===== src/rtl/reg_bus_scan_pkg.sv =====
// Shared types for the register-bus scan reader.
// State encoding and index-width helper.
package reg_bus_scan_pkg;

    typedef enum logic [1:0] {
        ST_IDLE   = 2'd0,
        ST_SELECT = 2'd1,
        ST_HOLD   = 2'd2,
        ST_TURN   = 2'd3
    } state_t;

    function automatic int idx_width(input int n);
        return (n > 1) ? $clog2(n) : 1;
    endfunction

endpackage


===== src/rtl/reg_bus_onehot_sel.sv =====
// Active-low one-hot chip-select decoder.
// All selects stay high (bus floating) while en is low.
module reg_bus_onehot_sel
    import reg_bus_scan_pkg::*;
#(
    parameter int NrOfRegs = 4,
    parameter int IdxW     = idx_width(NrOfRegs)
) (
    input  logic [IdxW-1:0]     idx,
    input  logic                en,
    output logic [NrOfRegs-1:0] cs
);

    always_comb begin
        cs = '1;
        if (en) begin
            cs[idx] = 1'b0;
        end
    end

endmodule


===== src/rtl/reg_bus_scan_reader.sv =====
// Scans a tri-state register bus one select at a time, streams words out.
// Define REG_BUS_SCAN_PRESET_CHECK_EN to add out_preset / any_preset flags.
module reg_bus_scan_reader
    import reg_bus_scan_pkg::*;
#(
    parameter int NrOfBits     = 8,
    parameter int NrOfRegs     = 4,
    parameter int SettleCycles = 2
) (
    input  logic                             Clock,
    input  logic                             Reset_n,
    input  logic                             Tick,
    input  logic                             start,
    input  logic [NrOfBits-1:0]              Bus,
    output logic [NrOfRegs-1:0]              cs,
    output logic [NrOfBits-1:0]              out_data,
    output logic [idx_width(NrOfRegs)-1:0]   out_index,
    output logic                             out_valid,
    input  logic                             out_ready,
    output logic                             busy,
    output logic                             done
`ifdef REG_BUS_SCAN_PRESET_CHECK_EN
    ,
    output logic                             out_preset,
    output logic                             any_preset
`endif
);

    localparam int IdxW = idx_width(NrOfRegs);
    localparam int CntW = idx_width(SettleCycles);
    localparam logic [IdxW-1:0] LastIdx = IdxW'(NrOfRegs - 1);
    localparam logic [CntW-1:0] SettleLoad = CntW'(SettleCycles - 1);

    state_t          state;
    logic [IdxW-1:0] idx;
    logic [CntW-1:0] cnt;
    logic            accept;
    logic            last;

    assign accept = out_valid & out_ready;
    assign last   = (idx == LastIdx);

    // cs decodes from registered state, so async reset floats the bus at once
    reg_bus_onehot_sel #(
        .NrOfRegs (NrOfRegs),
        .IdxW     (IdxW)
    ) u_sel (
        .idx (idx),
        .en  (state == ST_SELECT),
        .cs  (cs)
    );

    always_ff @(posedge Clock or negedge Reset_n) begin
        if (!Reset_n) begin
            state     <= ST_IDLE;
            idx       <= '0;
            cnt       <= '0;
            out_data  <= '0;
            out_index <= '0;
            out_valid <= 1'b0;
            busy      <= 1'b0;
            done      <= 1'b0;
`ifdef REG_BUS_SCAN_PRESET_CHECK_EN
            out_preset <= 1'b0;
            any_preset <= 1'b0;
`endif
        end else begin
            done <= 1'b0;
            unique case (state)
                ST_IDLE: begin
                    if (start && Tick) begin
                        state <= ST_SELECT;
                        idx   <= '0;
                        cnt   <= SettleLoad;
                        busy  <= 1'b1;
`ifdef REG_BUS_SCAN_PRESET_CHECK_EN
                        any_preset <= 1'b0;
`endif
                    end
                end
                ST_SELECT: begin
                    if (Tick) begin
                        if (cnt == '0) begin
                            out_data  <= Bus;
                            out_index <= idx;
                            out_valid <= 1'b1;
                            state     <= ST_HOLD;
`ifdef REG_BUS_SCAN_PRESET_CHECK_EN
                            out_preset <= &Bus;
                            if (&Bus) begin
                                any_preset <= 1'b1;
                            end
`endif
                        end else begin
                            cnt <= cnt - 1'b1;
                        end
                    end
                end
                // handshake completes regardless of Tick
                ST_HOLD: begin
                    if (accept) begin
                        out_valid <= 1'b0;
                        if (last) begin
                            busy  <= 1'b0;
                            done  <= 1'b1;
                            state <= ST_IDLE;
                        end else begin
                            state <= ST_TURN;
                        end
                    end
                end
                ST_TURN: begin
                    if (Tick) begin
                        idx   <= idx + 1'b1;
                        cnt   <= SettleLoad;
                        state <= ST_SELECT;
                    end
                end
            endcase
        end
    end

endmodule


===== config.mk =====
export PLATFORM = sky130hd
export DESIGN_NAME = reg_bus_scan_reader
export DESIGN_NICKNAME = d
export VERILOG_FILES = /design/src/rtl/reg_bus_scan_pkg.sv /design/src/rtl/reg_bus_onehot_sel.sv /design/src/rtl/reg_bus_scan_reader.sv
export SDC_FILE = /design/constraint.sdc
export NUM_CORES = 1
export LEC_CHECK = 0
export ABC_CLOCK_PERIOD_IN_PS = 1850
export CAP_MARGIN = 20
export CORE_ASPECT_RATIO = 2
export CORE_MARGIN = 1
export CORE_UTILIZATION = 30
export DETAILED_ROUTE_END_ITERATION = 6
export PLACE_DENSITY_LB_ADDON = 0.3
export SYNTH_ARGS = -nofsm -noshare
export SYNTH_HDL_FRONTEND = slang
export SYNTH_SLANG_ARGS = --single-unit

===== constraint.sdc =====
create_clock -name Clock -period 1.85 [get_ports Clock]
set_input_delay 0.37 -clock Clock [delete_from_list [all_inputs] [get_ports Clock]]
set_output_delay 0.37 -clock Clock [all_outputs]
set_load 0.1 [all_outputs]

==> impl_metrics.json <==
{
  "synth_nets": 101,
  "grt_pass1_vias": 780,
  "r2r_end": "state[1]",
  "crit_start": "state[1]",
  "endpoint_kind": "output pin",
  "hold_class": "in -> async",
  "slowest_stage": "dfrtp_1",
  "htreeDepth": 1,
  "wirelength_um": 1970,
  "grt_max_degree": 19,
  "cp_slowest_stage_delay_ps": 430,
  "synth_area_sq_um": 933,
  "muxShareOfSynthArea_pct": 13.9,
  "fp.dieH_um": 80.9,
  "core_area_sq_um": 2940,
  "io_pins": 30,
  "setup_violations": 0,
  "drive_above_1_share_pct": 32.1,
  "syn_area_per_cell_sq_um": 11.8,
  "rsz0062_at_grt": "no",
  "antennaDiodeCount": 0,
  "post-route-period-util_pct": 93.6,
  "synth-seq-area-share_pct": 48.3,
  "clk_latency_ps": 240,
  "worst_pin_slew_ps": 395,
  "ys_seq_elements": 18,
  "grt_overflow": 0,
  "synthTopCellsByArea": "dfrtp_1, ha_1, mux2_2, mux2i_1, inv_1",
  "yosysMostFrequentCell": "dfrtp_1",
  "max_freq_mhz": 578,
  "r2r_slack_ps": 130,
  "cap_violations": 0,
  "yosysTopAreaCellShare_pct": 48.3,
  "layout.nets": 135,
  "yosysTopAreaCell": "dfrtp_1",
  "grt_pass1_wl_um": 3370,
  "r2r-start": "state[0]",
  "syn_inst": 79,
  "die_width_um": 41.4,
  "slew_viol_final": 0,
  "yosys.area_share.adder_pct": 12.1,
  "place_hpwl_um": 1550,
  "vias_per_cell": 5.12,
  "worstSetupPathType": "reg -> out",
  "clock_path_buffers": 2,
  "postCtsHoldBufs": 0,
  "antenna_found_initial": 0,
  "synthTopCellsByCount": "dfrtp_1, ha_1, inv_1",
  "drcViolationCount": 0,
  "fin_worst_skew_ps": 2.47,
  "cp_max_fo": 10,
  "gp_routability_congestion": 0.811,
  "first_iter_violations": 24,
  "vias": 727,
  "yosysWarnings": 0,
  "post_cts_buffers": 0,
  "synthFlopType": "dfrtp_1",
  "reg2regPathDepth": 5,
  "rows": 28,
  "slew_headroom_pct": 73.5,
  "fin_crit_ps": 1730,
  "numCtsBuffers": 3,
  "worstPathRequired_ps": 1480,
  "grt_use_total_pct": 12.9,
  "path_clk_slew_ps": 70,
  "path_cells": "inv_1 > ha_4 > nand2_1 > buf_12",
  "root_buffer": "clkbuf_8",
  "crit_end": "cs[3]",
  "yosys.cell_types.count": 21,
  "cts.sinks": 18,
  "place_inst": 138,
  "fin_cells": 142,
  "setup_tns_ps": 0,
  "ys_async_sr_fraction_pct": 100,
  "wl_per_cell_um": 13.9,
  "start_kind": "flip-flop",
  "synth_xor_area_share_pct": 0,
  "synth_top_family_by_area": "multiplexers",
  "synth_compound_area_share_pct": 11.7,
  "port-buffer-count": 29,
  "cts_tree": "yes",
  "ant_nets": 0,
  "synthSimpleGateAreaFrac_pct": 9.38,
  "die_area_sq_um": 3350,
  "synth_edf_count": 0,
  "critPathArrivalTime_ps": 1360,
  "area_growth_pct": 60.6,
  "hold_violations": 0,
  "start_util_pct": 31.7,
  "status": "finished, final reports clean",
  "drt_pre_antenna_iters": 4
}
## cells by family (layout without fill, tap and decap cells)
family,after synthesis,after routing
muxes,12,12
and+or+nand+nor,17,17
buffers and inverters,11,44
AOI/OAI and AO/OA,12,12
adders and majority gates,9,9
DFF,18,18
## state kept, by name (all words and copies together) (netlist names)
register	count
idx	2
out_index	2
cnt	1
out_data	8
out_valid	1
done	1
state	2
busy	1
## area by class of cell
class	instances	area [sq um]
Sequential cell	18	452
Inverter	9	33.8
Multi-Input combinational cell	50	455
Clock buffer	4	45.0
Tap cell	30	37.5
Fill cell	275	1440
Timing Repair Buffer	31	475
## worst max-delay path, delay by kind of cell (launching register included)
family | cells | cell delay, ps
simple gates | 1 | 110
buf+inv | 2 | 340
fa+ha+maj | 1 | 230
flops | 1 | 430
## routing by layer
layer  share of wire [%]  vias up  routed length [um]  GRT usage (%)
met1                  36      348                 706           12.5
li1                    -      335                   -              -
met3                 5.9       10                 116           2.44
met2                  55       34                1090           25.3
met4                 3.0        0                  59           5.48
met5                   0        -                   0              0
## per-stage QoR
step	hold WS (ps)	util (%)	instance area [sq um]	worst slack [ps]
2_1_floorplan	74.4	-	935	51.7
3_3_place_gp	494	48.9	1440	86.9
3_5_place_dp	516	48.9	1440	32.5
4_1_cts	452	50.5	1490	9.91
5_1_grt	477	50.9	1500	11.8
6_report	443	50.9	1500	119
## layout by cell type, fill, tap and decap left out, types with 3 or more instances in the layout
master            n
clkdlybuf4s50_1  12
o41ai_1           3
nor2_1            4
o21ai_0           3
ha_1              8
mux2_2            8
dfrtp_1          17
nand2_1           6
inv_1             9
clkbuf_8          3
buf_12           17
mux2i_1           4
## worst min-delay path by stage
stage / end / depth (start not counted) / slack, ps
after global routing: out_data[3] / 2 / 480
after global placement: cnt / 2 / 490
final: out_data[3] / 2 / 440
after detailed placement: cnt / 2 / 520
after CTS: out_data[5] / 2 / 450
after floorplan: busy / 0 / 70
## repair_timing
item | CTS | global route
setup endpoints to repair | 4 | 4
gates resized for setup | 1 | 2
endpoints found under the hold margin | 0 | 0
Power is not shown: default switching activity piles up to over one toggle a cycle in this logic, so the estimate is an artifact.
